<file path="src/rtl/multicycle_ctrl_pkg.sv">
// Shared types and encodings for the multicycle RV32I control unit.
package multicycle_ctrl_pkg;

    typedef enum logic [2:0] {
        S_FETCH,
        S_DECODE,
        S_EXECUTE,
        S_MEM,
        S_WRITEBACK,
        S_TRAP
    } state_t;

    typedef enum logic [1:0] {
        CLS_ALU,
        CLS_LOAD,
        CLS_STORE,
        CLS_BRANCH
    } instr_class_t;

    localparam logic [6:0] OP_R      = 7'b0110011;
    localparam logic [6:0] OP_I      = 7'b0010011;
    localparam logic [6:0] OP_LOAD   = 7'b0000011;
    localparam logic [6:0] OP_STORE  = 7'b0100011;
    localparam logic [6:0] OP_BRANCH = 7'b1100011;

    localparam logic [6:0] F7_BASE = 7'b0000000;
    localparam logic [6:0] F7_ALT  = 7'b0100000;

    localparam logic [3:0] ALU_AND  = 4'b0000;
    localparam logic [3:0] ALU_ADD  = 4'b0010;
    localparam logic [3:0] ALU_ADDI = 4'b0011;
    localparam logic [3:0] ALU_SUB  = 4'b0110;
    localparam logic [3:0] ALU_OR   = 4'b1001;
    localparam logic [3:0] ALU_SLL  = 4'b1010;
    localparam logic [3:0] ALU_ADDR = 4'b1100;
    localparam logic [3:0] ALU_BNE  = 4'b1111;

    localparam logic [1:0] SIZE_BYTE = 2'b00;
    localparam logic [1:0] SIZE_WORD = 2'b10;

endpackage

</file>
<file path="src/rtl/multicycle_control_fsm_decoder.sv">
// Combinational instruction decoder: instruction fields to datapath controls.
module instr_decoder
    import multicycle_ctrl_pkg::*;
(
    input  logic [6:0]   opcode,
    input  logic [2:0]   funct3,
    input  logic [6:0]   funct7,
    output logic [3:0]   alucontrol,
    output logic         alusrc,
    output logic [1:0]   mem_size,
    output instr_class_t iclass,
    output logic         legal
);

    logic r_funct7_ok;
    assign r_funct7_ok = (funct7 == F7_BASE) || (funct7 == F7_ALT);

    // Field-to-control table; unlisted encodings stay illegal.
    always_comb begin
        alucontrol = ALU_AND;
        alusrc     = 1'b0;
        mem_size   = SIZE_BYTE;
        iclass     = CLS_ALU;
        legal      = 1'b0;
        case (opcode)
            OP_R: begin
                if (r_funct7_ok) begin
                    legal = 1'b1;
                    case (funct3)
                        3'b000:  alucontrol = funct7[5] ? ALU_SUB : ALU_ADD;
                        3'b111:  alucontrol = ALU_AND;
                        3'b110:  alucontrol = ALU_OR;
                        3'b001:  alucontrol = ALU_SLL;
                        default: legal = 1'b0;
                    endcase
                end
            end
            OP_I: begin
                alusrc = 1'b1;
                legal  = 1'b1;
                case (funct3)
                    3'b000:  alucontrol = ALU_ADDI;
                    3'b110:  alucontrol = ALU_OR;
                    default: legal = 1'b0;
                endcase
            end
            OP_LOAD, OP_STORE: begin
                iclass     = (opcode == OP_LOAD) ? CLS_LOAD : CLS_STORE;
                alusrc     = 1'b1;
                alucontrol = ALU_ADDR;
                legal      = 1'b1;
                case (funct3)
                    3'b000:  mem_size = SIZE_BYTE;
                    3'b010:  mem_size = SIZE_WORD;
                    default: legal = 1'b0;
                endcase
            end
            OP_BRANCH: begin
                iclass = CLS_BRANCH;
                legal  = 1'b1;
                case (funct3)
                    3'b000:  alucontrol = ALU_SUB;
                    3'b001:  alucontrol = ALU_BNE;
                    default: legal = 1'b0;
                endcase
            end
            default: ;
        endcase
    end

endmodule

</file>
<file path="src/rtl/multicycle_control_fsm.sv">
// Self-sequencing instruction-phase controller for the RV32I multicycle datapath.
module multicycle_control_fsm
    import multicycle_ctrl_pkg::*;
#(
    parameter int unsigned ALUCTRL_W = 4,
    parameter int unsigned WAIT_MAX  = 15,
    parameter int unsigned CNT_W     = 32
) (
    input  logic                 clk,
    input  logic                 rst_n,
    input  logic                 run,
    input  logic [6:0]           opcode,
    input  logic [2:0]           funct3,
    input  logic [6:0]           funct7,
    input  logic                 imem_ready,
    input  logic                 dmem_ready,
    output logic                 imem_req,
    output logic                 ir_write,
    output logic                 pc_write,
    output logic                 regwrite,
    output logic                 memwrite,
    output logic                 memread,
    output logic                 branch,
    output logic                 memtoreg,
    output logic                 alusrc,
    output logic [ALUCTRL_W-1:0] alucontrol,
    output logic [1:0]           mem_size,
    output logic                 illegal,
    output logic                 timeout,
    output logic                 instr_done,
    output logic [CNT_W-1:0]     instr_count
);

    localparam int unsigned      WAIT_W     = $clog2(WAIT_MAX + 1);
    localparam logic [WAIT_W-1:0] WAIT_LIMIT = WAIT_W'(WAIT_MAX);

    state_t            state, state_next;
    logic [6:0]        opcode_q, funct7_q;
    logic [2:0]        funct3_q;
    logic [WAIT_W-1:0] wait_cnt, wait_next;
    logic              illegal_q, timeout_q, set_illegal, set_timeout;
    logic [CNT_W-1:0]  count_q;

    logic [6:0]   dec_opcode, dec_funct7;
    logic [2:0]   dec_funct3;
    logic [3:0]   dec_alu;
    logic         dec_alusrc, dec_legal;
    logic [1:0]   dec_size;
    instr_class_t dec_class;

    // Legality is judged in DECODE before the fields are latched, so the
    // decoder sees the live fields there and the latched copy everywhere else.
    assign dec_opcode = (state == S_DECODE) ? opcode : opcode_q;
    assign dec_funct3 = (state == S_DECODE) ? funct3 : funct3_q;
    assign dec_funct7 = (state == S_DECODE) ? funct7 : funct7_q;

    instr_decoder u_decoder (
        .opcode     (dec_opcode),
        .funct3     (dec_funct3),
        .funct7     (dec_funct7),
        .alucontrol (dec_alu),
        .alusrc     (dec_alusrc),
        .mem_size   (dec_size),
        .iclass     (dec_class),
        .legal      (dec_legal)
    );

    // State register, latched fields, wait counter, sticky flags, retire counter.
    always_ff @(posedge clk or negedge rst_n) begin
        if (!rst_n) begin
            state     <= S_FETCH;
            opcode_q  <= '0;
            funct3_q  <= '0;
            funct7_q  <= '0;
            wait_cnt  <= '0;
            illegal_q <= 1'b0;
            timeout_q <= 1'b0;
            count_q   <= '0;
        end else begin
            state    <= state_next;
            wait_cnt <= wait_next;
            if (state == S_DECODE) begin
                opcode_q <= opcode;
                funct3_q <= funct3;
                funct7_q <= funct7;
            end
            if (set_illegal) illegal_q <= 1'b1;
            if (set_timeout) timeout_q <= 1'b1;
            if (instr_done)  count_q   <= count_q + CNT_W'(1);
        end
    end

    // Next state and wait count; the count is zero unless a phase keeps waiting.
    always_comb begin
        state_next  = state;
        wait_next   = '0;
        set_illegal = 1'b0;
        set_timeout = 1'b0;
        case (state)
            S_FETCH: begin
                if (run) begin
                    if (imem_ready) begin
                        state_next = S_DECODE;
                    end else if (wait_cnt == WAIT_LIMIT) begin
                        state_next  = S_TRAP;
                        set_timeout = 1'b1;
                    end else begin
                        wait_next = wait_cnt + WAIT_W'(1);
                    end
                end
            end
            S_DECODE: begin
                if (dec_legal) begin
                    state_next = S_EXECUTE;
                end else begin
                    state_next  = S_TRAP;
                    set_illegal = 1'b1;
                end
            end
            S_EXECUTE: begin
                case (dec_class)
                    CLS_LOAD, CLS_STORE: state_next = S_MEM;
                    CLS_BRANCH:          state_next = S_FETCH;
                    default:             state_next = S_WRITEBACK;
                endcase
            end
            S_MEM: begin
                if (dmem_ready) begin
                    state_next = (dec_class == CLS_LOAD) ? S_WRITEBACK : S_FETCH;
                end else if (wait_cnt == WAIT_LIMIT) begin
                    state_next  = S_TRAP;
                    set_timeout = 1'b1;
                end else begin
                    wait_next = wait_cnt + WAIT_W'(1);
                end
            end
            S_WRITEBACK: state_next = S_FETCH;
            S_TRAP:      state_next = S_TRAP;
            default:     state_next = S_FETCH;
        endcase
    end

    // Output decode. The fetch handshake and the store retire pulse also look
    // at the ready inputs so a zero-wait access completes in its own cycle;
    // the fetch request is masked during reset so every output reads 0 there.
    always_comb begin
        imem_req   = 1'b0;
        ir_write   = 1'b0;
        pc_write   = 1'b0;
        regwrite   = 1'b0;
        memwrite   = 1'b0;
        memread    = 1'b0;
        branch     = 1'b0;
        memtoreg   = 1'b0;
        alusrc     = 1'b0;
        alucontrol = '0;
        mem_size   = '0;
        instr_done = 1'b0;
        case (state)
            S_FETCH: begin
                if (rst_n && run) begin
                    imem_req = 1'b1;
                    ir_write = imem_ready;
                    pc_write = imem_ready;
                end
            end
            S_EXECUTE, S_MEM, S_WRITEBACK: begin
                alusrc     = dec_alusrc;
                alucontrol = ALUCTRL_W'(dec_alu);
                mem_size   = dec_size;
                if (state == S_EXECUTE && dec_class == CLS_BRANCH) begin
                    branch     = 1'b1;
                    instr_done = 1'b1;
                end
                if (state == S_MEM) begin
                    memread    = (dec_class == CLS_LOAD);
                    memwrite   = (dec_class == CLS_STORE);
                    instr_done = (dec_class == CLS_STORE) && dmem_ready;
                end
                if (state == S_WRITEBACK) begin
                    regwrite   = 1'b1;
                    memtoreg   = (dec_class == CLS_LOAD);
                    instr_done = 1'b1;
                end
            end
            default: ;
        endcase
    end

    assign illegal     = illegal_q;
    assign timeout     = timeout_q;
    assign instr_count = count_q;

endmodule

</file>
<file path="config.mk">
export PLATFORM = sky130hd
export DESIGN_NAME = multicycle_control_fsm
export DESIGN_NICKNAME = d
export VERILOG_FILES = /design/src/rtl/multicycle_ctrl_pkg.sv /design/src/rtl/multicycle_control_fsm_decoder.sv /design/src/rtl/multicycle_control_fsm.sv
export SDC_FILE = /design/constraint.sdc
export NUM_CORES = 1
export LEC_CHECK = 0
export BUFFER_PORTS_ARGS = -buffer_cell sky130_fd_sc_hd__buf_2
export CAP_MARGIN = 20
export CELL_PAD_IN_SITES_DETAIL_PLACEMENT = 1
export CELL_PAD_IN_SITES_GLOBAL_PLACEMENT = 1
export CORE_ASPECT_RATIO = 1.25
export CORE_MARGIN = 3
export CORE_UTILIZATION = 40
export CTS_BUF_LIST = sky130_fd_sc_hd__clkbuf_2 sky130_fd_sc_hd__clkbuf_4 sky130_fd_sc_hd__clkbuf_8
export DETAILED_ROUTE_END_ITERATION = 7
export HOLD_SLACK_MARGIN = 0.12
export PLACE_DENSITY_LB_ADDON = 0.25
export SLEW_MARGIN = 30
export SYNTH_ARGS = -nofsm -noshare
export SYNTH_HDL_FRONTEND = slang
export SYNTH_SLANG_ARGS = --single-unit
</file>
<file path="constraint.sdc">
create_clock -name clk -period 4.1 [get_ports clk]
set_input_delay 0.41 -clock clk [delete_from_list [all_inputs] [get_ports clk]]
set_output_delay 0.41 -clock clk [all_outputs]
set_load 0.05 [all_outputs]
</file>
Word level (Yosys, flattened, before mapping). Index checks and enable logic that the tools add are counted.

Shift-type cells: 0. $lt $le $gt $ge: 0. Add/sub/neg operators: 2. Reduce and logical (&&, ||, !) cells: 15. Bitwise operators: 0. Muxes and demuxes: 60. Divide/modulo/power cells: 0. Equality and inequality tests: 20. $mul: 0.

Operators by type and width (number): $add A32 B1 Y32 const B (1); $mux W1 (30); $mux W3 (8); $mux W4 (6); $pmux W4 S2 (3); $eq A7 B6 Y1 const B (3); $pmux W4 S4 (1); $pmux W3 S5 (1); $mux W7 (2); $eq A3 B3 Y1 const B (4); $pmux W4 S3 (1); $reduce_or A2 Y1 (5); $eq A3 B2 Y1 const B (3); $mux W2 (4); $eq A7 B2 Y1 const B (1); $eq A7 B5 Y1 const B (1); $eq A7 B7 Y1 const B (1); $logic_not A7 Y1 (1); $eq A3 B1 Y1 const B (2); $logic_not A3 Y1 (2); $pmux W3 S2 (1); $reduce_or A3 Y1 (2); $add A4 B1 Y4 const B (1); $eq A2 B2 Y1 const B (2); 9 further kinds (11).

Word-level logic and storage cells: 105. ROM bits: 0. Output and inout bits: 50. Memories kept: 0. Memory bits (writable): 0. Flip-flop bits (word level): 58. Input port bits: 22. Bits in latches: 0.

Logic depth before layout (Yosys ltp). Gate-level depths: netlist (run 1).

Word-level depth: 11. Gate-level depth with buffers: 15. Mapped depth without buffers: 13.

Hierarchy. From an unflattened synthesis (run 1), not the netlist that was laid out.

Cells, all modules: 293. Area, all modules: 3184.3 sq um.

By module, submodules not included: multicycle_control_fsm (instances 1, seq. area each 1451.4 sq um, area each 2865.2 sq um, cells each 248); instr_decoder (instances 1, seq. area each 0.0 sq um, area each 319.1 sq um, cells each 45).

Worst setup path before layout (run 1). Ideal clock, no wire load.

Path type: register -> output. Start point: register state[2]. End point: output port alucontrol[1]. Setup slack: -1196 ps. Data required time: 3690 ps. Stages on the path, launching flop included: 5. Path buffers: 1. Arrival time: 4886 ps. Cells stage by stage: dfrtp_1 > clkbuf_1 > nor3b_1 > o22ai_1 > a2111oi_0.

Cells in the longest elaborated chain, start to end: 7. Elaborated cells on any way between the ends: 26. Classes of those cells: eq/ne (12); mux (9); reduce/logical (5).

RTL lines: start: declaration (line multicycle_control_fsm.sv:37) `state_t state, state_next;`; start signal: assignment (line multicycle_control_fsm.sv:80) `state <= state_next;`; $eq A3 B1 Y1 (line multicycle_control_fsm.sv:53, multicycle_control_fsm.sv:54, multicycle_control_fsm.sv:55); $mux W3 / $mux W7 (equally long branches); $eq A3 B1 Y1 (tied with other cells) (line multicycle_control_fsm_decoder.sv:29, multicycle_control_fsm_decoder.sv:61); $pmux W4 S3 / $logic_or A1 B1 Y1 (equally long branches) (line multicycle_control_fsm_decoder.sv:29, multicycle_control_fsm_decoder.sv:16); $mux W4 (line multicycle_control_fsm_decoder.sv:27) `if (r_funct7_ok) begin`; $pmux W4 S4 (line multicycle_control_fsm_decoder.sv:25) `case (opcode)`; $mux W4 (*) (line multicycle_control_fsm.sv:159) `case (state)`; end: declaration (line multicycle_control_fsm.sv:26) `output logic [ALUCTRL_W-1:0] alucontrol,`.

Mark *: on every way between the ends. The rest lies on a longest branch, timed or not.

Worst setup path in the final report (run 1).
Start point: register state[1]. End point: output port instr_done.

Cells in the longest elaborated chain, start to end: 11. Elaborated cells on any way between the ends: 20. Classes of those cells: eq/ne (9); mux (7); reduce/logical (4).

RTL lines: $eq A3 B1 Y1 (line multicycle_control_fsm.sv:53) `assign dec_opcode = (state == S_DECODE) ? opcode : opcode_q;`; $mux W7; $eq A7 B2 Y1 / $eq A7 B6 Y1 (equally long branches) (line multicycle_control_fsm_decoder.sv:25, multicycle_control_fsm_decoder.sv:48); $mux W2 / $reduce_or A2 Y1 (equally long branches) (line multicycle_control_fsm_decoder.sv:48, multicycle_control_fsm_decoder.sv:25); $pmux W2 S2 (line multicycle_control_fsm_decoder.sv:25); $eq A2 B2 Y1 (line multicycle_control_fsm.sv:171) `if (state == S_EXECUTE && dec_class == CLS_BRANCH) begin`; $logic_and A1 B1 Y1 (line multicycle_control_fsm.sv:171); $mux W1 (line multicycle_control_fsm.sv:171); $mux W1 (line multicycle_control_fsm.sv:175) `if (state == S_MEM) begin`; $mux W1 (line multicycle_control_fsm.sv:180) `if (state == S_WRITEBACK) begin`; $mux W1 (*) (line multicycle_control_fsm.sv:159); end: declaration (line multicycle_control_fsm.sv:30) `output logic instr_done,`.

Marked as above.

==> metrics.txt, run 1 <==
# TYPE chip_impl_metric gauge
chip_impl_info{name="status",value="complete, no violations"} 1
chip_impl_info{name="min-delay-path-class",value="input pin to asynchronous set/reset pin"} 1
chip_impl_metric{name="rows",unit=""} 35
chip_impl_metric{name="initial_antenna_violation_count",unit=""} 0
chip_impl_metric{name="total_negative_slack",unit="ns"} 0
chip_impl_metric{name="post_synth_num_cell_types",unit=""} 52
chip_impl_info{name="cts_root_buf",value="sky130_fd_sc_hd__clkbuf_8"} 1
chip_impl_metric{name="vias_after_detailed_routing",unit=""} 2636
chip_impl_metric{name="fmax",unit="MHz"} 259.9
chip_impl_metric{name="cts.reportedPaths.clkPinSlew",unit="ns"} 0.07
chip_impl_metric{name="final.fill_count",unit=""} 904
chip_impl_metric{name="period_share",unit=""} 0.9383
chip_impl_metric{name="drc_errors",unit=""} 0
chip_impl_metric{name="chip_height",unit="microns"} 104.5
chip_impl_info{name="synth.most_common_cell",value="sky130_fd_sc_hd__dfrtp_1"} 1
chip_impl_metric{name="peakVddDrop",unit="mV"} 0.1584
chip_impl_metric{name="total_power",unit="uW"} 1472
chip_impl_metric{name="synthesis.area_per_instance",unit="sq um"} 9.754
chip_impl_metric{name="num-nets-final",unit=""} 416
chip_impl_metric{name="routedWlPerCell",unit="microns"} 17.03
chip_impl_metric{name="critical_path_arrival",unit="ns"} 3.44
chip_impl_info{name="synth_ff_type",value="sky130_fd_sc_hd__dfrtp_1"} 1
chip_impl_info{name="synth_area_leaders",value="sky130_fd_sc_hd__dfrtp_1, sky130_fd_sc_hd__xnor2_1, sky130_fd_sc_hd__nand2_1"} 1
chip_impl_metric{name="detailed_place_hpwl",unit="mm"} 6.205
chip_impl_metric{name="drtIter0Drc",unit=""} 103
chip_impl_metric{name="routed_via_density",unit=""} 5.424
chip_impl_info{name="type_of_element_launching_the_critical_path",value="flop"} 1
chip_impl_metric{name="yosys_reg_bits",unit=""} 58
chip_impl_metric{name="fin_worst_skew",unit="ns"} 0.007593
chip_impl_info{name="cts_tree",value="built"} 1
chip_impl_metric{name="port_buffers",unit=""} 70
chip_impl_info{name="most_area_hungry_cell_type_in_the_yosys_netlist",value="sky130_fd_sc_hd__dfrtp_1"} 1
chip_impl_metric{name="synth_sequential_area_ratio",unit=""} 0.4679
chip_impl_metric{name="ff_latch_area",unit="sq um"} 1453
chip_impl_metric{name="io-pin-count",unit=""} 72
chip_impl_metric{name="syn2layout_area_growth",unit="%"} 19.85
chip_impl_metric{name="multiInputGateArea",unit="sq um"} 1545
chip_impl_metric{name="final_weighted_congestion_of_routability_driven_global_placement",unit=""} 0.8393
chip_impl_info{name="crit_path_end_kind",value="output pin"} 1
chip_impl_metric{name="worst-endpoint-required",unit="ns"} 3.69
chip_impl_metric{name="die-width",unit="microns"} 84.76
chip_impl_metric{name="finalCriticalPeriod",unit="ns"} 3.847
chip_impl_metric{name="globalRoute.totalOverflow",unit=""} 0
chip_impl_metric{name="die_area",unit="sq um"} 8853
chip_impl_metric{name="floorplan.core_area",unit="sq um"} 7445
chip_impl_metric{name="cts-root-to-sink-buffers",unit=""} 2
chip_impl_metric{name="numCtsBuffers",unit=""} 9
chip_impl_metric{name="final_core_util",unit=""} 0.4993
chip_impl_metric{name="grt_pass1_wl",unit="mm"} 13.90
chip_impl_metric{name="syn-cell-area",unit="sq um"} 3102
chip_impl_metric{name="firstDrtPassIters",unit=""} 4
chip_impl_metric{name="antennaDiodeCount",unit=""} 0
chip_impl_metric{name="via_count_of_the_first_global_routing_pass",unit=""} 2810
chip_impl_metric{name="numClockSinks",unit=""} 58
chip_impl_metric{name="post-route-worst-setup-slack",unit="ns"} 0.2528
chip_impl_metric{name="ctsHtreeMaxLevel",unit=""} 3
chip_impl_metric{name="setup_violations",unit=""} 0
chip_impl_metric{name="worst_slack_at_placement",unit="ns"} 0.5162
chip_impl_metric{name="synth_edf_count",unit=""} 0
chip_impl_metric{name="max_slew_margin",unit=""} 0.4997
chip_impl_metric{name="postSynthCellCount",unit=""} 318
chip_impl_metric{name="post_route_cells_drive_above_1_share",unit=""} 0.2614
chip_impl_metric{name="start_util",unit=""} 0.4166
chip_impl_metric{name="track_usage",unit=""} 0.1934
chip_impl_metric{name="final_hold_viol_count",unit=""} 0
chip_impl_metric{name="drv_cap",unit=""} 0
chip_impl_metric{name="totalWireLength",unit="mm"} 8.276
chip_impl_metric{name="timing.final.max_slew_violations",unit=""} 0
chip_impl_metric{name="drt.antenna.violating_nets",unit=""} 0
chip_impl_metric{name="final.hold.worst_slack",unit="ns"} 0.2390
chip_impl_metric{name="worst_skew_pair.late_latency",unit="ns"} 0.33
chip_impl_metric{name="synth_warnings",unit=""} 0
chip_impl_metric{name="fraction_of_synthesized_cell_area_taken_by_the_top_area_cell_type",unit=""} 0.4679
chip_impl_metric{name="async_reset_ff_frac",unit=""} 1.000
chip_impl_metric{name="maximum_number_of_pins_on_one_net_before_global_route_repair",unit=""} 59
chip_impl_metric{name="mappedNetlistNets",unit=""} 345
chip_impl_metric{name="static_leak",unit="uW"} 0.001878
chip_impl_metric{name="worst-slew-pin-transition",unit="ns"} 0.7504
chip_impl_metric{name="timing.critical_path.fanout_max",unit=""} 20
chip_impl_metric{name="power_density",unit="nW/um^2"} 395.9
chip_impl_metric{name="cts_hold_buf",unit=""} 0
chip_impl_info{name="synth.cells.most_frequent",value="sky130_fd_sc_hd__dfrtp_1, sky130_fd_sc_hd__nand2_1, sky130_fd_sc_hd__xnor2_1"} 1
chip_impl_info{name="worstSetupPathType",value="flop to output pin"} 1
==> final timing paths <==
kind | cells past startpoint | to | slack [ns] | startpoint
setup / recovery | 12 | instr_done | 0.25 | state[1]$_DFFE_PN0P_
hold / removal | 2 | funct7_q[5]$_DFF_PN0_ | 0.24 | rst_n
setup reg to reg | 14 | instr_count[1]$_DFFE_PN0P_ | 0.60 | state[1]$_DFFE_PN0P_
hold reg to reg | 1 | wait_cnt[0]$_DFF_PN0_ | 0.46 | wait_cnt[0]$_DFF_PN0_
max in group asynchronous | 2 | state[0]$_DFFE_PN0P_ | 3.30 | rst_n
min in group clk | 3 | funct7_q[1]$_DFF_PN0_ | 0.29 | funct7[1]
==> repair_timing <==
action / 4_1_cts / 5_1_grt
gates resized for setup: 0 / 3
endpoints found under the setup margin: 0 / 1
setup buffers: 0 / 1
==> critical path, cell delays in order (launching register included) <==
cell	delay, ns
sky130_fd_sc_hd__dfrtp_1	0.54
sky130_fd_sc_hd__nor3b_2	0.34
sky130_fd_sc_hd__buf_4	0.33
sky130_fd_sc_hd__nand4b_1	0.25
sky130_fd_sc_hd__nand2_1	0.22
sky130_fd_sc_hd__nand2_1	0.13
sky130_fd_sc_hd__nand2_1	0.10
sky130_fd_sc_hd__inv_1	0.07
sky130_fd_sc_hd__ha_1	0.19
sky130_fd_sc_hd__and3_1	0.15
sky130_fd_sc_hd__a21o_1	0.19
sky130_fd_sc_hd__or2_1	0.33
sky130_fd_sc_hd__buf_2	0.26
==> per-layer routing <==
| layer | global-route usage | vias up | part of all wire |
|---|---|---|---|
| li1 | - | 1257 | - |
| met1 | 0.2341 | 1301 | 0.42 |
| met2 | 0.3315 | 60 | 0.51 |
| met3 | 0.04675 | 18 | 0.045 |
| met4 | 0.06900 | 0 | 0.023 |
| met5 | 0 | - | 0 |
==> sequential cells by signal (all words and copies together), names as in the netlist <==
name / flops
timeout: 1
funct3_q: 3
opcode_q: 7
state: 3
instr_count: 32
illegal: 1
funct7_q: 7
wait_cnt: 4
==> where the power goes <==
group          internal (uW)  switching, uW
clock                    239            232
sequential               656           58.0
combinational           98.1            189
==> stage by stage <==
stage	std cells	instance area, sq um
3_3_place_gp	469	3526
6_report	486	3717
2_1_floorplan	318	3114
4_1_cts	485	3701
5_1_grt	486	3717
3_5_place_dp	469	3526
==> cell families (layout without fill, tap and decap cells) <==
group,Yosys count,after routing,synth area share
AO/OA/AOI/OAI,33,33,0.07666
flip-flops,58,58,0.4679
buffers and inverters,25,101,0.04034
AND/OR/NAND/NOR,153,153,0.2666
other,1,1,0.001209
XOR/XNOR,34,34,0.09600
adder cells (fa/ha/maj),5,5,0.02017
multiplexers,9,9,0.03106
==> cell usage in the layout (no fill, tap or decap), types with 2 or more instances in the layout <==
master	n
sky130_fd_sc_hd__nor4bb_1	3
sky130_fd_sc_hd__nand4_1	15
sky130_fd_sc_hd__and4_1	5
sky130_fd_sc_hd__xor2_1	11
sky130_fd_sc_hd__ha_1	5
sky130_fd_sc_hd__nand2_1	50
sky130_fd_sc_hd__nand3_1	15
sky130_fd_sc_hd__nor4_2	2
sky130_fd_sc_hd__nor2_1	14
sky130_fd_sc_hd__and4b_1	2
sky130_fd_sc_hd__nor2b_1	6
sky130_fd_sc_hd__buf_2	70
sky130_fd_sc_hd__xnor2_1	23
sky130_fd_sc_hd__inv_1	9
sky130_fd_sc_hd__and2_1	5
sky130_fd_sc_hd__buf_4	6
sky130_fd_sc_hd__nand2b_1	2
sky130_fd_sc_hd__and3_1	16
sky130_fd_sc_hd__o21ai_0	10
sky130_fd_sc_hd__nand4b_1	3
sky130_fd_sc_hd__dfrtp_1	57
sky130_fd_sc_hd__nor3_1	7
sky130_fd_sc_hd__mux2i_2	2
sky130_fd_sc_hd__a21oi_1	6
sky130_fd_sc_hd__mux2i_1	5
sky130_fd_sc_hd__clkbuf_8	10
sky130_fd_sc_hd__nor4_1	3
sky130_fd_sc_hd__clkinvlp_4	2
sky130_fd_sc_hd__o41ai_1	2
sky130_fd_sc_hd__clkinv_2	3
==> layout make-up <==
type,instances,share of cell area
Multi-Input combinational cell,235,0.4157
Timing Repair Buffer,76,0.1064
Tap cell,92,0.03097
Clock inverter,5,0.008078
Clock buffer,11,0.03904
Sequential cell,58,0.3908
Inverter,9,0.009088
(Power assumes the default switching activity.)
==> run 2, diff against run 1 <==
--- a/config.mk
+++ b/config.mk
@@ -10,7 +10,7 @@
 export CELL_PAD_IN_SITES_DETAIL_PLACEMENT = 1
 export CELL_PAD_IN_SITES_GLOBAL_PLACEMENT = 1
 export CORE_ASPECT_RATIO = 1.25
-export CORE_MARGIN = 3
+export CORE_MARGIN = 2
 export CORE_UTILIZATION = 40
 export CTS_BUF_LIST = sky130_fd_sc_hd__clkbuf_2 sky130_fd_sc_hd__clkbuf_4 sky130_fd_sc_hd__clkbuf_8
 export DETAILED_ROUTE_END_ITERATION = 7
==> metrics.txt, run 2 (same netlist as run 1, synthesis figures left out) <==
# TYPE chip_impl_metric gauge
chip_impl_metric{name="grt_util_met2",unit=""} 0.3524
chip_impl_metric{name="critical_path_arrival",unit="ns"} 3.46
chip_impl_metric{name="finalCriticalPeriod",unit="ns"} 3.867
chip_impl_metric{name="via_count_of_the_first_global_routing_pass",unit=""} 2655
chip_impl_metric{name="drv_cap",unit=""} 0
chip_impl_metric{name="track_usage",unit=""} 0.2070
chip_impl_metric{name="final_weighted_congestion_of_routability_driven_global_placement",unit=""} 0.8106
chip_impl_info{name="layout_common_cells",value="sky130_fd_sc_hd__buf_2, sky130_fd_sc_hd__dfrtp_1, sky130_fd_sc_hd__nand2_1"} 1
chip_impl_metric{name="syn2layout_area_growth",unit="%"} 19.56
chip_impl_metric{name="grt.met1_usage",unit=""} 0.2564
chip_impl_metric{name="final_hold_viol_count",unit=""} 0
chip_impl_metric{name="numClockSinks",unit=""} 58
chip_impl_info{name="min-delay-path-class",value="input pin to asynchronous set/reset pin"} 1
chip_impl_metric{name="total_negative_slack",unit="ns"} 0
chip_impl_metric{name="use_met3",unit=""} 0.04682
chip_impl_metric{name="initial_antenna_violation_count",unit=""} 0
chip_impl_metric{name="cts-root-to-sink-buffers",unit=""} 2
chip_impl_metric{name="peakVddDrop",unit="mV"} 0.2093
chip_impl_metric{name="antennaDiodeCount",unit=""} 0
chip_impl_metric{name="ctsHtreeMaxLevel",unit=""} 3
chip_impl_metric{name="largest_reg_flops",unit=""} 32
chip_impl_metric{name="cts.reportedPaths.clkPinSlew",unit="ns"} 0.07
chip_impl_metric{name="drc_errors",unit=""} 0
chip_impl_metric{name="final_design_area_no_fill",unit="sq um"} 3709
chip_impl_metric{name="chip_height",unit="microns"} 102.5
chip_impl_metric{name="rows",unit=""} 35
chip_impl_metric{name="vias_after_detailed_routing",unit=""} 2613
chip_impl_metric{name="firstDrtPassIters",unit=""} 4
chip_impl_info{name="timing.rr.start",value="state[1]$_DFFE_PN0P_"} 1
chip_impl_info{name="worstSetupStartpoint",value="state[1]$_DFFE_PN0P_"} 1
chip_impl_metric{name="power_density",unit="nW/um^2"} 394.4
chip_impl_info{name="final_common_cell",value="sky130_fd_sc_hd__buf_2"} 1
chip_impl_metric{name="post_route_cells_drive_above_1_share",unit=""} 0.2545
chip_impl_info{name="crit_path_end_kind",value="output pin"} 1
chip_impl_info{name="rsz_0062_raised_after_global_routing",value="false"} 1
chip_impl_metric{name="period_share",unit=""} 0.9431
chip_impl_metric{name="worst_skew_pair.late_latency",unit="ns"} 0.34
chip_impl_metric{name="detailed_place_hpwl",unit="mm"} 6.141
chip_impl_metric{name="worst-endpoint-required",unit="ns"} 3.69
chip_impl_metric{name="total_power",unit="uW"} 1463
chip_impl_info{name="type_of_element_launching_the_critical_path",value="flop"} 1
chip_impl_metric{name="static_leak",unit="uW"} 0.001871
chip_impl_metric{name="floorplan.core_area",unit="sq um"} 7445
chip_impl_metric{name="die-width",unit="microns"} 82.76
chip_impl_metric{name="num-nets-final",unit=""} 415
chip_impl_metric{name="io-pin-count",unit=""} 72
chip_impl_metric{name="drt.antenna.violating_nets",unit=""} 0
chip_impl_metric{name="max_slew_margin",unit=""} 0.5138
chip_impl_metric{name="numCtsBuffers",unit=""} 9
chip_impl_metric{name="drtIter0Drc",unit=""} 97
chip_impl_metric{name="grt_pass1_wl",unit="mm"} 13.14
chip_impl_metric{name="setup_violations",unit=""} 0
chip_impl_metric{name="timing.critical_path.fanout_max",unit=""} 14
chip_impl_metric{name="port_buffers",unit=""} 70
chip_impl_info{name="busiest_layer",value="met2"} 1
chip_impl_metric{name="maximum_number_of_pins_on_one_net_before_global_route_repair",unit=""} 59
chip_impl_metric{name="worst-slew-pin-transition",unit="ns"} 0.7294
chip_impl_metric{name="start_util",unit=""} 0.4166
chip_impl_metric{name="die_area",unit="sq um"} 8479
chip_impl_info{name="status",value="complete, no violations"} 1
chip_impl_metric{name="postCtsSetupRepairBufs",unit=""} 0
chip_impl_metric{name="routedWlPerCell",unit="microns"} 16.68
chip_impl_metric{name="globalRoute.totalOverflow",unit=""} 0
chip_impl_metric{name="routed_via_density",unit=""} 5.388
chip_impl_info{name="worstSetupPathType",value="flop to output pin"} 1
chip_impl_metric{name="timing.final.max_slew_violations",unit=""} 0
chip_impl_info{name="cts_root_buf",value="sky130_fd_sc_hd__clkbuf_8"} 1
chip_impl_metric{name="totalWireLength",unit="mm"} 8.091
chip_impl_metric{name="fin_worst_skew",unit="ns"} 0.007011
chip_impl_info{name="cts_tree",value="built"} 1
chip_impl_metric{name="instance_area_after_placement",unit="sq um"} 3526
chip_impl_metric{name="fmax",unit="MHz"} 258.6
[run 2: changes by cell type in the layout (fill, tap and decap cells not counted), sizes merged]
cell	change
buf	-1
[run 2: what timing repair did]
action,CTS,global route
hold buffers,0,0
resized for setup,0,2
endpoints found under the setup margin,0,1
[run 2: report_power, final]
part / total, uW / switching (uW) / internal [uW]
Clock: 476 / 237 / 239
Combinational: 275 / 182 / 93.5
Sequential: 712 / 56.2 / 656
Total: 1460 / 475 / 988
[run 2: path summary, 6_finish.rpt]
kind	end	slack (ns)	cells past startpoint
setup / recovery	instr_done	0.23	12
hold / removal	funct3_q[2]$_DFF_PN0_	0.24	2
setup reg to reg	instr_count[8]$_DFFE_PN0P_	0.66	14
hold reg to reg	wait_cnt[0]$_DFF_PN0_	0.46	1
max in group asynchronous	state[0]$_DFFE_PN0P_	3.34	2
min in group clk	funct7_q[1]$_DFF_PN0_	0.28	3
[run 2: layer usage]
layer,vias to the layer above,part of all wire
li1,1252,-
met1,1278,0.42
met2,68,0.52
met3,15,0.043
met4,0,0.016
met5,-,0
[run 2: stage by stage]
stage	utilization	hold WS (ns)	cells	worst slack, ns
6_report	0.4982	0.2389	485	0.2335
3_5_place_dp	0.4736	0.4509	469	0.4791
5_1_grt	0.4982	0.2781	485	0.002061
4_1_cts	0.4971	0.2674	485	0.08747
3_3_place_gp	0.4736	0.4434	469	0.6175
2_1_floorplan	-	0.1144	318	0.1157
[run 2: final cells by class]
| class | instances | area (sq um) |
|---|---|---|
| Clock inverter | 5 | 30.03 |
| Multi-Input combinational cell | 235 | 1544 |
| Inverter | 9 | 33.78 |
| Clock buffer | 11 | 145.1 |
| Sequential cell | 58 | 1453 |
| Timing Repair Buffer | 75 | 387.9 |
| Fill cell | 898 | 3736 |
| Tap cell | 92 | 115.1 |
[run 2: worst max-delay path, cell delays in order, from the launching register on]
cell and delay (ns):
sky130_fd_sc_hd__dfrtp_1 0.55, sky130_fd_sc_hd__nor3b_4 0.38, sky130_fd_sc_hd__mux2i_1 0.28, sky130_fd_sc_hd__inv_1 0.13
sky130_fd_sc_hd__nor2_1 0.35, sky130_fd_sc_hd__nand3_1 0.12, sky130_fd_sc_hd__nand2_1 0.11, sky130_fd_sc_hd__inv_1 0.06
sky130_fd_sc_hd__ha_1 0.19, sky130_fd_sc_hd__and3_1 0.15, sky130_fd_sc_hd__a21o_1 0.19, sky130_fd_sc_hd__or2_1 0.34
sky130_fd_sc_hd__buf_2 0.27
